$ cat config.mk
export PLATFORM = sky130hd
export DESIGN_NAME = main_memory_ctrl_flat
export DESIGN_NICKNAME = d
export VERILOG_FILES = /design/src/rtl/main_memory_pkg.sv /design/src/rtl/main_memory_ctrl_if.sv /design/src/rtl/rr_arbiter3.sv /design/src/rtl/main_memory_ctrl.sv /design/src/flat_wrapper.sv
export SDC_FILE = /design/constraint.sdc
export NUM_CORES = 1
export LEC_CHECK = 0
export ABC_CLOCK_PERIOD_IN_PS = 3080
export BUFFER_PORTS_ARGS = -buffer_cell sky130_fd_sc_hd__buf_2
export CORE_AREA = 2 2 529 531
export DETAILED_ROUTE_END_ITERATION = 8
export DIE_AREA = 0 0 531 533
export SETUP_SLACK_MARGIN = 0.4
export SYNTH_ARGS = -nofsm -noshare
export SYNTH_HDL_FRONTEND = slang
export SYNTH_SLANG_ARGS = --single-unit
$ cat constraint.sdc
create_clock -name CLK -period 3.08 [get_ports CLK]
set_clock_uncertainty 0.1 [all_clocks]
set_input_delay 0.308 -clock CLK [delete_from_list [all_inputs] [get_ports CLK]]
set_output_delay 0.308 -clock CLK [all_outputs]
set_load 0.05 [all_outputs]
$ cat src/rtl/main_memory_pkg.sv
// Shared types and constants for the main memory controller.
//   SRC_*   : requester identifiers as seen on OWNER and in the arbiter.
//   state_e : controller sequencing states.
//   rr_next : round-robin successor of a requester index (3 wraps like 2).
package main_memory_pkg;

  localparam logic [1:0] SRC_IC   = 2'd0;
  localparam logic [1:0] SRC_DC   = 2'd1;
  localparam logic [1:0] SRC_DMA  = 2'd2;
  localparam logic [1:0] SRC_NONE = 2'd3;

  typedef enum logic [1:0] {
    ST_IDLE   = 2'd0,
    ST_SETUP  = 2'd1,
    ST_ACCESS = 2'd2,
    ST_HOLD   = 2'd3
  } state_e;

  // Successor in the IC -> DC -> DMA -> IC ring. An out-of-range index
  // behaves like DMA so the scan always restarts at IC.
  function automatic logic [1:0] rr_next(input logic [1:0] cur);
    return (cur >= SRC_DMA) ? SRC_IC : cur + 2'd1;
  endfunction

endpackage

$ cat src/rtl/main_memory_ctrl_if.sv
// Bus bundle between the three requesters / main_memory and the controller.
//   Requester side : *_REQ, *_WR, *_ADDR, *_SIZE, *_WDATA in, *_ACK out.
//   Shared status  : RD_DATA, OWNER, BUSY.
//   Memory side    : MEM_ADDR, MEM_EN, MEM_WR, MEM_WRITE_SIZE, MEM_DATA_OUT,
//                    MEM_DATA_OE out, MEM_DATA_IN in.
// Handshake: a requester raises REQ (level) with stable operands and keeps
// both until its ACK pulse; ACK is high for exactly one cycle and RD_DATA is
// valid in that cycle. REQ still high in the cycle after ACK is a new request.
// modport slave is the controller view, modport master the requester/memory view.
interface main_memory_ctrl_if #(
  parameter int ADDR_W = 15,
  parameter int DATA_W = 256
);
  logic              IC_REQ;
  logic [ADDR_W-1:0] IC_ADDR;
  logic              IC_ACK;

  logic              DC_REQ;
  logic              DC_WR;
  logic [ADDR_W-1:0] DC_ADDR;
  logic [2:0]        DC_SIZE;
  logic [DATA_W-1:0] DC_WDATA;
  logic              DC_ACK;

  logic              DMA_REQ;
  logic              DMA_WR;
  logic [ADDR_W-1:0] DMA_ADDR;
  logic [2:0]        DMA_SIZE;
  logic [DATA_W-1:0] DMA_WDATA;
  logic              DMA_ACK;

  logic [DATA_W-1:0] RD_DATA;
  logic [1:0]        OWNER;
  logic              BUSY;

  logic [ADDR_W-1:0] MEM_ADDR;
  logic              MEM_EN;
  logic              MEM_WR;
  logic [2:0]        MEM_WRITE_SIZE;
  logic [DATA_W-1:0] MEM_DATA_OUT;
  logic              MEM_DATA_OE;
  logic [DATA_W-1:0] MEM_DATA_IN;

  modport slave (
    input  IC_REQ, IC_ADDR,
    input  DC_REQ, DC_WR, DC_ADDR, DC_SIZE, DC_WDATA,
    input  DMA_REQ, DMA_WR, DMA_ADDR, DMA_SIZE, DMA_WDATA,
    input  MEM_DATA_IN,
    output IC_ACK, DC_ACK, DMA_ACK, RD_DATA, OWNER, BUSY,
    output MEM_ADDR, MEM_EN, MEM_WR, MEM_WRITE_SIZE, MEM_DATA_OUT, MEM_DATA_OE
  );

  modport master (
    output IC_REQ, IC_ADDR,
    output DC_REQ, DC_WR, DC_ADDR, DC_SIZE, DC_WDATA,
    output DMA_REQ, DMA_WR, DMA_ADDR, DMA_SIZE, DMA_WDATA,
    output MEM_DATA_IN,
    input  IC_ACK, DC_ACK, DMA_ACK, RD_DATA, OWNER, BUSY,
    input  MEM_ADDR, MEM_EN, MEM_WR, MEM_WRITE_SIZE, MEM_DATA_OUT, MEM_DATA_OE
  );
endinterface

$ cat src/rtl/rr_arbiter3.sv
// Combinational 3-way round-robin arbiter.
//   req_i[2:0]    : request per source (bit 0 IC, bit 1 DC, bit 2 DMA).
//   last_i[1:0]   : most recently granted source.
//   grant_valid_o : some request is present.
//   grant_o[1:0]  : winning source, SRC_NONE when nothing requests.
// The scan starts just after last_i, so the last winner has lowest priority.
module rr_arbiter3
  import main_memory_pkg::*;
(
  input  logic [2:0] req_i,
  input  logic [1:0] last_i,
  output logic       grant_valid_o,
  output logic [1:0] grant_o
);

  logic [3:0] req_ext;
  logic [1:0] cand0, cand1, cand2;

  // Padding to four entries lets the 2-bit candidates index safely.
  assign req_ext = {1'b0, req_i};
  assign cand0   = rr_next(last_i);
  assign cand1   = rr_next(cand0);
  assign cand2   = rr_next(cand1);

  always_comb begin
    grant_valid_o = 1'b0;
    grant_o       = SRC_NONE;
    if (req_ext[cand0]) begin
      grant_valid_o = 1'b1;
      grant_o       = cand0;
    end else if (req_ext[cand1]) begin
      grant_valid_o = 1'b1;
      grant_o       = cand1;
    end else if (req_ext[cand2]) begin
      grant_valid_o = 1'b1;
      grant_o       = cand2;
    end
  end

endmodule

$ cat src/rtl/main_memory_ctrl.sv
// Sequencing controller and round-robin arbiter in front of main_memory.
//   CLK         : system clock, all state on rising edge.
//   CLR         : asynchronous active-low reset.
//   bus         : requester, status and memory signals (main_memory_ctrl_if.slave).
//   dbg_state_o : current sequencing state.
// Each transaction runs IDLE -> SETUP -> ACCESS x MEM_LATENCY -> HOLD -> IDLE.
// Operands are latched at the grant, so requesters may change them afterwards.
module main_memory_ctrl
  import main_memory_pkg::*;
#(
  parameter int MEM_LATENCY = 4,
  parameter int ADDR_W      = 15,
  parameter int DATA_W      = 256
) (
  input  logic               CLK,
  input  logic               CLR,
  main_memory_ctrl_if.slave  bus,
  output state_e             dbg_state_o
);

  localparam logic [3:0] CNT_LOAD = 4'(MEM_LATENCY - 1);

  state_e            state_q, state_d;
  logic [3:0]        cnt_q, cnt_d;
  logic [1:0]        last_q, last_d;
  logic [1:0]        owner_q, owner_d;
  logic [ADDR_W-1:0] addr_q, addr_d;
  logic              wr_q, wr_d;
  logic [2:0]        size_q, size_d;
  logic [DATA_W-1:0] wdata_q, wdata_d;
  logic [DATA_W-1:0] rd_data_q, rd_data_d;

  logic              grant_valid;
  logic [1:0]        grant;

  rr_arbiter3 u_arb (
    .req_i         ({bus.DMA_REQ, bus.DC_REQ, bus.IC_REQ}),
    .last_i        (last_q),
    .grant_valid_o (grant_valid),
    .grant_o       (grant)
  );

  always_ff @(posedge CLK or negedge CLR) begin
    if (!CLR) begin
      state_q   <= ST_IDLE;
      cnt_q     <= '0;
      last_q    <= SRC_DMA;
      owner_q   <= SRC_NONE;
      addr_q    <= '0;
      wr_q      <= 1'b0;
      size_q    <= '0;
      wdata_q   <= '0;
      rd_data_q <= '0;
    end else begin
      state_q   <= state_d;
      cnt_q     <= cnt_d;
      last_q    <= last_d;
      owner_q   <= owner_d;
      addr_q    <= addr_d;
      wr_q      <= wr_d;
      size_q    <= size_d;
      wdata_q   <= wdata_d;
      rd_data_q <= rd_data_d;
    end
  end

  always_comb begin
    state_d   = state_q;
    cnt_d     = cnt_q;
    last_d    = last_q;
    owner_d   = owner_q;
    addr_d    = addr_q;
    wr_d      = wr_q;
    size_d    = size_q;
    wdata_d   = wdata_q;
    rd_data_d = rd_data_q;
    case (state_q)
      ST_IDLE: begin
        if (grant_valid) begin
          state_d = ST_SETUP;
          last_d  = grant;
          owner_d = grant;
          case (grant)
            SRC_IC: begin
              addr_d  = bus.IC_ADDR;
              wr_d    = 1'b0;
              size_d  = 3'd0;
              wdata_d = '0;
            end
            SRC_DC: begin
              addr_d  = bus.DC_ADDR;
              wr_d    = bus.DC_WR;
              size_d  = bus.DC_SIZE;
              wdata_d = bus.DC_WDATA;
            end
            default: begin
              addr_d  = bus.DMA_ADDR;
              wr_d    = bus.DMA_WR;
              size_d  = bus.DMA_SIZE;
              wdata_d = bus.DMA_WDATA;
            end
          endcase
        end
      end
      ST_SETUP: begin
        state_d = ST_ACCESS;
        cnt_d   = CNT_LOAD;
      end
      ST_ACCESS: begin
        if (cnt_q == 4'd0) begin
          state_d = ST_HOLD;
          // Last access cycle: the memory output is stable, capture reads.
          if (!wr_q) rd_data_d = bus.MEM_DATA_IN;
        end else begin
          cnt_d = cnt_q - 4'd1;
        end
      end
      ST_HOLD: state_d = ST_IDLE;
      default: state_d = ST_IDLE;
    endcase
  end

  // Strobes decode straight from state_q so the asynchronous reset removes
  // them at once, without waiting for a clock edge.
  assign bus.BUSY           = (state_q != ST_IDLE);
  assign bus.OWNER          = bus.BUSY ? owner_q : SRC_NONE;
  assign bus.MEM_EN         = bus.BUSY;
  assign bus.MEM_WR         = (state_q == ST_ACCESS) && wr_q;
  assign bus.MEM_DATA_OE    = bus.BUSY && wr_q;
  assign bus.MEM_ADDR       = addr_q;
  assign bus.MEM_WRITE_SIZE = size_q;
  assign bus.MEM_DATA_OUT   = wdata_q;
  assign bus.RD_DATA        = rd_data_q;
  assign bus.IC_ACK         = (state_q == ST_HOLD) && (owner_q == SRC_IC);
  assign bus.DC_ACK         = (state_q == ST_HOLD) && (owner_q == SRC_DC);
  assign bus.DMA_ACK        = (state_q == ST_HOLD) && (owner_q == SRC_DMA);
  assign dbg_state_o        = state_q;

endmodule

$ cat src/flat_wrapper.sv
// flat-port wrapper written by rule: the top's interface ports become plain ports
module main_memory_ctrl_flat import main_memory_pkg::*;
#(
  parameter int MEM_LATENCY = 4,
  parameter int ADDR_W      = 15,
  parameter int DATA_W      = 256
)
  (CLK, CLR, dbg_state_o, bus_IC_REQ, bus_IC_ADDR, bus_DC_REQ, bus_DC_WR, bus_DC_ADDR, bus_DC_SIZE, bus_DC_WDATA, bus_DMA_REQ, bus_DMA_WR, bus_DMA_ADDR, bus_DMA_SIZE, bus_DMA_WDATA, bus_MEM_DATA_IN, bus_IC_ACK, bus_DC_ACK, bus_DMA_ACK, bus_RD_DATA, bus_OWNER, bus_BUSY, bus_MEM_ADDR, bus_MEM_EN, bus_MEM_WR, bus_MEM_WRITE_SIZE, bus_MEM_DATA_OUT, bus_MEM_DATA_OE);
  main_memory_ctrl_if #(.ADDR_W(ADDR_W), .DATA_W(DATA_W)) bus_i ();
  input  logic CLK;
  input  logic CLR;
  output state_e dbg_state_o;
  input wire logic [$bits(bus_i.IC_REQ)-1:0] bus_IC_REQ;
  input wire logic [$bits(bus_i.IC_ADDR)-1:0] bus_IC_ADDR;
  input wire logic [$bits(bus_i.DC_REQ)-1:0] bus_DC_REQ;
  input wire logic [$bits(bus_i.DC_WR)-1:0] bus_DC_WR;
  input wire logic [$bits(bus_i.DC_ADDR)-1:0] bus_DC_ADDR;
  input wire logic [$bits(bus_i.DC_SIZE)-1:0] bus_DC_SIZE;
  input wire logic [$bits(bus_i.DC_WDATA)-1:0] bus_DC_WDATA;
  input wire logic [$bits(bus_i.DMA_REQ)-1:0] bus_DMA_REQ;
  input wire logic [$bits(bus_i.DMA_WR)-1:0] bus_DMA_WR;
  input wire logic [$bits(bus_i.DMA_ADDR)-1:0] bus_DMA_ADDR;
  input wire logic [$bits(bus_i.DMA_SIZE)-1:0] bus_DMA_SIZE;
  input wire logic [$bits(bus_i.DMA_WDATA)-1:0] bus_DMA_WDATA;
  input wire logic [$bits(bus_i.MEM_DATA_IN)-1:0] bus_MEM_DATA_IN;
  output wire logic [$bits(bus_i.IC_ACK)-1:0] bus_IC_ACK;
  output wire logic [$bits(bus_i.DC_ACK)-1:0] bus_DC_ACK;
  output wire logic [$bits(bus_i.DMA_ACK)-1:0] bus_DMA_ACK;
  output wire logic [$bits(bus_i.RD_DATA)-1:0] bus_RD_DATA;
  output wire logic [$bits(bus_i.OWNER)-1:0] bus_OWNER;
  output wire logic [$bits(bus_i.BUSY)-1:0] bus_BUSY;
  output wire logic [$bits(bus_i.MEM_ADDR)-1:0] bus_MEM_ADDR;
  output wire logic [$bits(bus_i.MEM_EN)-1:0] bus_MEM_EN;
  output wire logic [$bits(bus_i.MEM_WR)-1:0] bus_MEM_WR;
  output wire logic [$bits(bus_i.MEM_WRITE_SIZE)-1:0] bus_MEM_WRITE_SIZE;
  output wire logic [$bits(bus_i.MEM_DATA_OUT)-1:0] bus_MEM_DATA_OUT;
  output wire logic [$bits(bus_i.MEM_DATA_OE)-1:0] bus_MEM_DATA_OE;
  assign bus_i.IC_REQ = bus_IC_REQ;
  assign bus_i.IC_ADDR = bus_IC_ADDR;
  assign bus_i.DC_REQ = bus_DC_REQ;
  assign bus_i.DC_WR = bus_DC_WR;
  assign bus_i.DC_ADDR = bus_DC_ADDR;
  assign bus_i.DC_SIZE = bus_DC_SIZE;
  assign bus_i.DC_WDATA = bus_DC_WDATA;
  assign bus_i.DMA_REQ = bus_DMA_REQ;
  assign bus_i.DMA_WR = bus_DMA_WR;
  assign bus_i.DMA_ADDR = bus_DMA_ADDR;
  assign bus_i.DMA_SIZE = bus_DMA_SIZE;
  assign bus_i.DMA_WDATA = bus_DMA_WDATA;
  assign bus_i.MEM_DATA_IN = bus_MEM_DATA_IN;
  assign bus_IC_ACK = bus_i.IC_ACK;
  assign bus_DC_ACK = bus_i.DC_ACK;
  assign bus_DMA_ACK = bus_i.DMA_ACK;
  assign bus_RD_DATA = bus_i.RD_DATA;
  assign bus_OWNER = bus_i.OWNER;
  assign bus_BUSY = bus_i.BUSY;
  assign bus_MEM_ADDR = bus_i.MEM_ADDR;
  assign bus_MEM_EN = bus_i.MEM_EN;
  assign bus_MEM_WR = bus_i.MEM_WR;
  assign bus_MEM_WRITE_SIZE = bus_i.MEM_WRITE_SIZE;
  assign bus_MEM_DATA_OUT = bus_i.MEM_DATA_OUT;
  assign bus_MEM_DATA_OE = bus_i.MEM_DATA_OE;
  main_memory_ctrl #(.MEM_LATENCY(MEM_LATENCY), .ADDR_W(ADDR_W), .DATA_W(DATA_W)) u_core (.CLK(CLK), .CLR(CLR), .bus(bus_i), .dbg_state_o(dbg_state_o));
endmodule
==> results of run 1 <==
[worst min-delay path by stage]
stage                       start                                        to  slack (ns)  depth (start not counted)
6_report               bus_DC_REQ  u_core.bus.MEM_DATA_OUT[228]$_DFFE_PN0P_        0.10                          5
5_1_grt                bus_DC_REQ  u_core.bus.MEM_DATA_OUT[228]$_DFFE_PN0P_        0.08                          5
4_1_cts        bus_DMA_WDATA[150]  u_core.bus.MEM_DATA_OUT[150]$_DFFE_PN0P_        0.08                          4
3_5_place_dp                  CLR  u_core.bus.MEM_DATA_OUT[199]$_DFFE_PN0P_        0.25                          1
3_3_place_gp                  CLR  u_core.bus.MEM_DATA_OUT[199]$_DFFE_PN0P_        0.25                          1
2_1_floorplan                 CLR        u_core.bus.MEM_ADDR[0]$_DFFE_PN0P_       -0.09                          0
[what timing repair did]
action / in CTS / in global routing
pin swaps: 1 / 0
hold buffers: 819 / 0
cloned: 1 / 0
endpoints found under the setup margin: 6 / 56
setup buffers: 1 / 4
hold endpoints to repair: 833 / 0
gates resized for setup: 5 / 5
[stage by stage]
step	cells	area, µm²	utilization, %	hold WS [ns]	power (W)
2_1_floorplan	1824	22400	-	-0.0876	0.0301
3_3_place_gp	6817	33600	12.1	0.252	0.0426
3_5_place_dp	6817	33600	12.1	0.250	0.0427
4_1_cts	7769	44300	16.0	0.0753	0.0537
5_1_grt	7830	44500	16.0	0.0821	0.0555
6_report	7838	44600	16.0	0.103	0.0527
[cells in the mapped netlist, types with 3 or more instances]
cell / instances / share of area [%]
a22oi_1: 24 / 0.80
clkbuf_1: 32 / 0.54
a21oi_1: 3 / 0.067
nor2_1: 6 / 0.10
mux2_2: 256 / 13
ha_1: 5 / 0.28
nand2_1: 521 / 8.7
o21ai_1: 11 / 0.25
inv_1: 5 / 0.084
dfrtp_1: 538 / 60
a221o_1: 3 / 0.13
buf_6: 56 / 2.8
a21o_1: 3 / 0.10
a32oi_1: 260 / 10
buf_4: 6 / 0.20
a22o_1: 3 / 0.12
nor2b_1: 4 / 0.11
buf_2: 58 / 1.3
[critical path, delay by kind of cell, from the launching register on]
family / cells / cell delay [ns]
buf+inv: 4 / 1.06
compound gates: 1 / 0.44
flops: 1 / 0.40
fa+ha+maj: 1 / 0.19
simple gates: 1 / 0.08
[sequential cells by signal (all words and copies together) (netlist names), 2 cells and up]
| register | cells |
|---|---|
| u_core.dbg_state_o | 2 |
| u_core.bus.RD_DATA | 256 |
| u_core.owner_q | 2 |
| u_core.cnt_q | 4 |
| u_core.bus.MEM_WRITE_SIZE | 3 |
| u_core.bus.MEM_DATA_OUT | 256 |
| u_core.bus.MEM_ADDR | 15 |
[where the power goes]
part           switching [W]  total [W]  internal, W  leakage [nW]
registers            0.00188     0.0124       0.0105          6.57
logic                 0.0241     0.0312      0.00709          12.7
clock network        0.00366    0.00911      0.00545          1.23
[logic make-up after synthesis]
family	Yosys count	share of synthesized area (%)
compound gates	317	12.0
xor+xnor	1	0.0391
fa+ha+maj	5	0.279
buf+inv	159	4.97
flops	540	60.4
mux	257	12.9
simple gates	545	9.40
[placed cells by master, fill, tap and decap left out, types with 2 or more instances in the layout]
cell	count
ha_1	4
dfstp_2	2
clkbuf_8	15
clkinv_4	4
or2_2	2
buf_16	3
buf_6	2
mux2_2	256
buf_2	1361
o21ai_1	11
and2_1	2
clkinvlp_4	3
a32oi_1	260
a221o_1	3
dlygate4sd3_1	819
nand2b_1	2
a22o_1	3
clkbuf_16	77
dfrtp_1	538
nor2b_1	4
clkbuf_1	11
inv_1	5
clkinv_2	8
o21ai_0	2
buf_4	42
diode_2	65
a21o_1	3
bufinv_16	6
buf_12	19
inv_6	7
a22oi_1	24
a21oi_1	3
nand2_1	521
nor2_1	6
[cell type report]
class	count	share of cell area (%)
Clock inverter	28	0.761
Multi-Input combinational cell	1125	17.6
Sequential cell	540	30.3
Tap cell	3724	10.5
Clock buffer	103	4.88
Antenna cell	65	0.365
Inverter	5	0.0421
Timing Repair Buffer	2248	35.6
[routing by layer]
layer / up-vias / part of all wire [%] / track usage [%]
li1: 10994 / - / -
met1: 12253 / 38 / 14.4
met2: 1683 / 44 / 20.7
met3: 424 / 14 / 7.84
met4: 24 / 4.2 / 5.11
met5: - / 0.082 / 0
==> run metrics, run 1 <==
GR Overflow Total=0; Detailed Place HPWL=161 mm; via count=25378; Yosys Warn Count=0; vias in the first global route=26364; worst-case clock buffer depth=4; Synth Cell Area=22400 µm²; syn nets=2655; crit path to=u_core.bus.MEM_DATA_OUT[114]$_DFFE_PN0P_; Site Rows=194; FF+latch area=13500 µm²; Synth Instances=1824; Post-synth ARST share=100%; antenna violations before repair=80; Setup crit start kind=register; Hold WC Path Type=input pin to register; port buffer count=1366; critical path class=register to register; largest net degree at the start of global routing=104; CP max FO=103; critical-path cell list=inv_1, ha_4, buf_6, buf_16, a32oi_1, dlygate4sd3_1, nand2_1; DRC viols=1; R2R depth=7; Clk Latency, worst-skew pair=0.70 ns; H-Tree Level Count=3; filler cell count=30718; gr usage total=13.2%; status=finished, violations left; clock sink count=540; sequential cell area fraction in the yosys report=60.4%; Crit-path slowest cell=dlygate4sd3_1; crit share post-route=84.0%; post-synthesis cell type count=41; area added between synthesis and finish=99.0%; Reg2Reg Launch Point=u_core.dbg_state_o[0]$_DFFE_PN0P_; routability congestion estimate=0.940; Crit path required time=3.59 ns; global-route wire length before repair=247 mm; via/cell ratio=3.24; setup ws final=0.493 ns; #FFs+latches synth=540; static leakage=20.5 nW; CP max stage delay=0.61 ns; peak supply drop=480 µV; multi-input logic area=7830 µm²; Final setup viols=0; Max Slew Vio Count=0; R2R Path End=u_core.bus.MEM_DATA_OUT[114]$_DFFE_PN0P_; first-pass iteration count of the detailed router=9; die width=531 µm; Core ar.=278000 µm²; Routed Antenna Nets=0; Starting Density=8.06%; Crit. Startpoint=u_core.dbg_state_o[0]$_DFFE_PN0P_; Place WS=0.617 ns; Power per Cell Area=1180 nW/µm²; final WL=196 mm; TritonCTS clock tree=yes; total CTS buffers=75; Tightest Pin Transition=0.909 ns; clk slew on worst S/H paths=0.06 ns; RSZ-0062 raised after global routing=false; failing checks=DRC; Setup TNS Final=0 ns; clk root buf=clkbuf_16; Slew Limit Headroom=39.4%; f_max=387 MHz; Final Hold Viols=0; routed length per instance=25.0 µm; full die area=283000 µm²; Vert. Die Dim=533 µm; Worst R2R Setup Slack=0.49 ns; Final min period=2.59 ns; initial DRC count=2001; Critical Path Sink Type=register; number of synthesized flops with an enable pin=0; layout cells sized above 1=44.9%; Top Ports=1367; dominant synthesized flop cell=dfrtp_1; Max-cap violations=0; critical path arrival=3.10 ns; Syn Area/Cell=12.3 µm²; layout net count=4826
(Power assumes the default switching activity.)
==> run 2: changes to the inputs <==
- ABC_AREA: not set -> 1
- ABC_CLOCK_PERIOD_IN_PS: 3080 -> 2310
- CORE_AREA: 2 2 529 531 -> 2 2 533 535
- DIE_AREA: 0 0 531 533 -> 0 0 535 537
- clock period: 3.08 -> 2.31 ns (I/O delays scaled with it)
==> run metrics, run 2 <==
Min-Delay Path Depth=3; port buffer count=1366; Critical path buffers and inverters=4; Synth Cell Area=22200 µm²; largest net degree at the start of global routing=59; worst-case clock buffer depth=4; clk root buf=clkbuf_16; Critical Path Sink Type=register; routability congestion estimate=0.959; H-Tree Level Count=3; CP max FO=23; Power per Cell Area=1630 nW/µm²; top post-synthesis cells by area=dfrtp_1 (61%), nand2_1 (14%), mux2_2 (13%), nand3_1 (6.8%), buf_2 (2.4%); Top Usage Layer GRT=met2; most frequent cells in the layout=buf_2 (1355), dlygate4sd3_1 (894), nand2_1 (827); Post-Synth Adder-Cell Area=0.282%; Starting Density=7.89%; Reg2Reg Launch Point=u_core.owner_q[1]$_DFFE_PN1P_; Final min period=2.51 ns; commonest non-fill, non-tap cell in the layout=buf_2; critical path arrival=3.07 ns; Crit path max-delay family=simple AND/OR/NAND/NOR gates; top cell type's share of synthesized area=60.7%; Place WS=-0.0214 ns; Post-synth ARST share=100%; Syn Area/Cell=10.3 µm²; status=finished, violations left; CP max stage delay=0.60 ns; Final setup viols=6; syn nets=2978; Synth Instances=2147; clock sink count=540; Vert. Die Dim=537 µm; static leakage=22.3 nW; critical path's most frequent cell=nand3_2; area added between synthesis and finish=115%; via count=27909; first-pass iteration count of the detailed router=7; routed length per instance=28.9 µm; Crit path required time=2.87 ns; Worst R2R Setup Slack=-0.20 ns; TritonCTS clock tree=yes; Compound-Gate Fraction of Synth Area=0.643%; total CTS buffers=82; Top Ports=1367; crit share post-route=109%; Post-synth top cells=nand2_1 (834), dfrtp_1 (538), nand3_1 (300); Slew Limit Headroom=60.9%; dominant synthesized flop cell=dfrtp_1; multi-input logic area=8080 µm²; FF+latch area=13500 µm²; failing checks=setup timing; R2R depth=12; Routed Antenna Nets=0; critical path class=register to register; Worst Min Path Start=bus_MEM_DATA_IN[107]; fin cells=8430; Site Rows=195; filler cell count=30999; post-synthesis xor/xnor area fraction=0.0395%; Core ar.=281000 µm²; critical-path cell list=inv_4, nand3_2, nand2_2, nor2_2, nand3_2, a21oi_4, nor2_4, buf_6, buf_12, bufbuf_16, nand2_1, nand3_1; via/cell ratio=3.31; most common cell in the netlist=nand2_1; met3 usage=10.4%; die width=535 µm; global-route wire length before repair=302 mm; grt met2 use=24.2%; Max-cap violations=0; f_max=399 MHz; gr usage total=16.3%; layout net count=5378; final WL=244 mm; Placed Instances=7243; #FFs+latches synth=540; Synth area leader=dfrtp_1; full die area=287000 µm²; Final Hold Viols=0; antenna violations before repair=143; Yosys Warn Count=0; setup ws final=-0.198 ns; R2R Path End=u_core.bus.MEM_DATA_OUT[79]$_DFFE_PN0P_; initial DRC count=1982; Tightest Pin Transition=0.590 ns; RSZ-0062 raised after global routing=true; hold path endpoint=u_core.bus.RD_DATA[107]$_DFFE_PN0P_; Max Slew Vio Count=0; DRC viols=0; peak supply drop=739 µV; clk slew on worst S/H paths=0.07 ns; met1 Use GR=18.0%; Hold WC Path Type=input pin to register; Clk Latency, worst-skew pair=0.76 ns; post-synthesis cell type count=32; largest family of logic cells by synthesized area=simple AND/OR/NAND/NOR gates; Setup crit start kind=register; GR Overflow Total=0; Detailed Place HPWL=199 mm; Crit-path slowest cell=dfstp_2; mux contribution to synthesized area=13.0%; vias in the first global route=29122; sequential cell area fraction in the yosys report=60.9%; number of synthesized flops with an enable pin=0; Post-Synth Simple-Gate Area=21.7%; layout cells sized above 1=43.2%
[run 2: cell types whose count changed in the layout (fill, tap and decap cells not counted), sizes merged, moves of 6 or more]
cell,before,now
a32oi,260,0
inv,12,35
a21oi,3,15
dlygate4sd3,819,894
nand2,521,836
clkinv,12,18
a22oi,24,2
bufbuf,1,12
or2,2,10
o21ai,13,6
nand3,1,301
diode,65,80
buf,1428,1532
[run 2: repair_timing]
action	4_1_cts	5_1_grt
endpoints found under the setup margin	800	735
hold buffers	895	0
endpoints found under the hold margin	1070	0
pin swaps	14	4
resized for setup	100	10
setup buffers	45	3
gates cloned	19	1
[run 2: how the worst max path moves through the flow]
| stage | from | endpoint | slack (ns) | cells past startpoint |
|---|---|---|---|---|
| final | u_core.owner_q[1]$_DFFE_PN1P_ | u_core.bus.MEM_DATA_OUT[79]$_DFFE_PN0P_ | -0.20 | 12 |
| after global placement | u_core.owner_q[1]$_DFFE_PN1P_ | u_core.bus.MEM_DATA_OUT[47]$_DFFE_PN0P_ | 0.03 | 10 |
| after global routing | u_core.owner_q[1]$_DFFE_PN1P_ | u_core.bus.MEM_DATA_OUT[79]$_DFFE_PN0P_ | -0.58 | 12 |
| after CTS | u_core.dbg_state_o[1]$_DFFE_PN0P_ | bus_MEM_EN | -0.07 | 5 |
| after detailed placement | u_core.owner_q[1]$_DFFE_PN1P_ | u_core.bus.MEM_DATA_OUT[6]$_DFFE_PN0P_ | -0.02 | 10 |
| after floorplan | u_core.dbg_state_o[1]$_DFFE_PN0P_ | bus_DC_ACK | 0.17 | 3 |
[run 2: stage by stage]
stage	setup TNS [ns]	power [W]	hold WS, ns	util (%)	cell area, µm²
final	-0.276	0.0780	0.0786	17.0	47800
after global routing	-13.49	0.0820	0.0358	17.0	47700
after CTS	-0.523	0.0791	0.000106	16.9	47500
after detailed placement	-0.0454	0.0608	0.122	12.2	34400
after global placement	0	0.0606	0.122	12.2	34400
after floorplan	0	0.0417	-0.165	-	22300
[run 2: where the power goes]
part	switching, W	leakage (nW)	internal (W)
clock network	0.00541	1.34	0.00783
registers	0.00282	6.53	0.0142
logic	0.0355	14.4	0.0122
[run 2: logic make-up after synthesis]
| family | count (synthesis) |
|---|---|
| AO/OA/AOI/OAI | 25 |
| XOR/XNOR | 1 |
| adder cells (fa/ha/maj) | 5 |
| buffers and inverters | 153 |
| flip-flops | 540 |
| multiplexers | 256 |
| AND/OR/NAND/NOR | 1167 |
[run 2: worst register-to-register path, stage by stage (launching register included)]
cell and delay, ns:
dfstp_2 0.60, inv_4 0.09, nand3_2 0.09, nand2_2 0.07, nor2_2 0.10, nand3_2 0.10
a21oi_4 0.18, nor2_4 0.07, buf_6 0.13, buf_12 0.16, bufbuf_16 0.35, nand2_1 0.18
nand3_1 0.20
[run 2: routing by layer]
layer | wire (µm) | share of wire [%]
met5 | 314 | 0.13
met4 | 13400 | 5.5
met3 | 38100 | 16
met2 | 101000 | 42
met1 | 90700 | 37
[run 2: cell type report]
type                    instances  share of cell area, %
repair buffers               2439                   38.6
flip-flops and latches        540                   28.3
multi-input cells            1454                   16.9
well taps                    3743                   9.80
clock buffers                 106                   4.80
clock inverters                38                  0.969
diodes                         80                  0.419
inverters                      30                  0.254
==> run 3: changes to the inputs <==
- PLACE_DENSITY: not set -> 0.3
==> run metrics, run 3 (synthesized netlist as in run 2, its figures left out) <==
clk slew on worst S/H paths=0.06 ns; Power, Total=0.0799 W; die width=535 µm; DRC viols=0; Placed Instances=7237; Worst R2R Setup Slack=-0.02 ns; f_max=430 MHz; Hold WC Path Type=input pin to async pin; R2R Path End=u_core.bus.MEM_DATA_OUT[0]$_DFFE_PN0P_; Setup TNS Final=-0.0729 ns; port buffer count=1366; Top Usage Layer GRT=met2; antenna violations before repair=53; Tightest Pin Transition=0.616 ns; gr usage total=14.1%; failing checks=setup timing; worst-case clock buffer depth=4; Post-Layout Inst Area=49500 µm²; critical path class=register to register; Slew Limit Headroom=59.2%; Vert. Die Dim=537 µm; Final min period=2.33 ns; via/cell ratio=3.12; GR Overflow Total=0; met1 Use GR=15.2%; layout cells sized above 1=48.9%; Max-cap violations=0; peak supply drop=770 µV; Starting Density=7.89%; critical path arrival=2.88 ns; H-Tree Level Count=3; Setup crit start kind=register; Power per Cell Area=1620 nW/µm²; Reg2Reg Launch Point=u_core.owner_q[1]$_DFFE_PN1P_; Core ar.=281000 µm²; sw frac=54.5%; R2R depth=13; Max Slew Vio Count=0; Crit-path slowest cell=dfstp_2; internal cell power=0.0364 W; static leakage=23.7 nW; Top Ports=1367; largest net degree at the start of global routing=97; Detailed Place HPWL=169 mm; initial DRC count=1084; CP max stage delay=0.55 ns; routed length per instance=25.2 µm; critical path's most frequent cell=nand3_1; CP max FO=9; most frequent cells in the layout=buf_2 (1356), dlygate4sd3_1 (829), nand2_1 (699); vias in the first global route=28593; routability congestion estimate=0.892; Routed Antenna Nets=0; Clk Latency, worst-skew pair=0.76 ns; worst hold margin=0.0712 ns; Critical Path Sink Type=register; Flop pwr share=21.3%; status=finished, violations left; TritonCTS clock tree=yes; Final Hold Viols=0; area added between synthesis and finish=123%; Crit path required time=2.86 ns; setup ws final=-0.0177 ns; total CTS buffers=84; Comb pwr share=62.5%; crit share post-route=101%; final WL=211 mm; RSZ-0062 raised after global routing=true; layout net count=5375; met3 usage=8.48%; clk root buf=clkbuf_16; sw power=0.0435 W; global-route wire length before repair=269 mm; clock sink count=540; filler cell count=31544; grt met2 use=22.8%; commonest non-fill, non-tap cell in the layout=buf_2; critical-path cell list=inv_2, buf_6, nand3_4, nand2_2, nor2_1, nand3_1, a21oi_2, nor2_4, buf_12, buf_16, clkbuf_16, nand2_1, nand3_1; fin cells=8375; via count=26143; full die area=287000 µm²; Site Rows=195; Clk pwr share=16.2%; DP Area=34300 µm²; first-pass iteration count of the detailed router=5; Final setup viols=8
-- run 3: changes by cell type in the layout (fill, tap and decap cells not counted), moves of 10 or more --
cell,change
buf_16,+38
clkbuf_1,+14
clkbuf_16,+10
diode_2,-51
dlygate4sd3_1,-65
nand2_1,-128
nand2_2,+45
nand2_4,+83
nand3_1,-83
nand3_2,+81
-- run 3: stage by stage --
stage / setup WS, ns / utilization [%]
after floorplan: 0.166 / -
after global placement: 0.00216 / 12.2
after detailed placement: 0.0177 / 12.2
after CTS: -0.0188 / 17.4
after global routing: -0.0871 / 17.6
final: -0.0177 / 17.6
-- run 3: worst max path at each step --
| stage | from | end | depth (start not counted) |
|---|---|---|---|
| after floorplan | u_core.dbg_state_o[1]$_DFFE_PN0P_ | bus_DC_ACK | 3 |
| after global placement | u_core.last_q[0]$_DFFE_PN0P_ | u_core.bus.MEM_DATA_OUT[118]$_DFFE_PN0P_ | 11 |
| after detailed placement | u_core.last_q[0]$_DFFE_PN0P_ | u_core.bus.MEM_DATA_OUT[118]$_DFFE_PN0P_ | 11 |
| after CTS | u_core.dbg_state_o[1]$_DFFE_PN0P_ | bus_OWNER[1] | 5 |
| after global routing | u_core.owner_q[1]$_DFFE_PN1P_ | u_core.bus.MEM_DATA_OUT[156]$_DFFE_PN0P_ | 15 |
| final | u_core.owner_q[1]$_DFFE_PN1P_ | u_core.bus.MEM_DATA_OUT[0]$_DFFE_PN0P_ | 13 |
-- run 3: what timing repair did --
action | CTS | global route
endpoints found under the setup margin | 756 | 738
pin swaps | 83 | 13
hold buffers | 830 | 0
hold endpoints to repair | 1069 | 0
cloned | 45 | 13
setup buffers | 67 | 9
resized for setup | 464 | 29
-- run 3: area by class of cell --
cell class              instances  area (µm²)  area share (%)
clock inverters                23         258           0.521
diodes                         29        72.6           0.147
inverters                      30         124           0.250
well taps                    3743        4680            9.46
clock buffers                 122        2380            4.82
flip-flops and latches        540       13500            27.3
repair buffers               2434       19200            38.8
multi-input cells            1454        9260            18.7
-- run 3: critical path, delay by kind of cell (launching register included) --
kind / cells / cell delay, ns
AOI/OAI and AO/OA: 1 / 0.23
DFF: 1 / 0.55
buffers and inverters: 5 / 0.72
and+or+nand+nor: 7 / 0.54
-- run 3: power groups by stage --
stage / clock (W) / combinational [W] / sequential [W]
6_report: 0.0129 / 0.0500 / 0.0170
4_1_cts: 0.0135 / 0.0504 / 0.0170
3_5_place_dp: 0 / 0.0426 / 0.0171
2_1_floorplan: 0 / 0.00935 / 0.0324
5_1_grt: 0.0138 / 0.0529 / 0.0176
3_3_place_gp: 0 / 0.0426 / 0.0170
-- run 3: routing by layer --
| metal | vias up | part of all wire, % |
|---|---|---|
| met3 | 228 | 14 |
| met2 | 1221 | 45 |
| met5 | - | 0.027 |
| li1 | 11908 | - |
| met4 | 10 | 3.4 |
| met1 | 12776 | 37 |
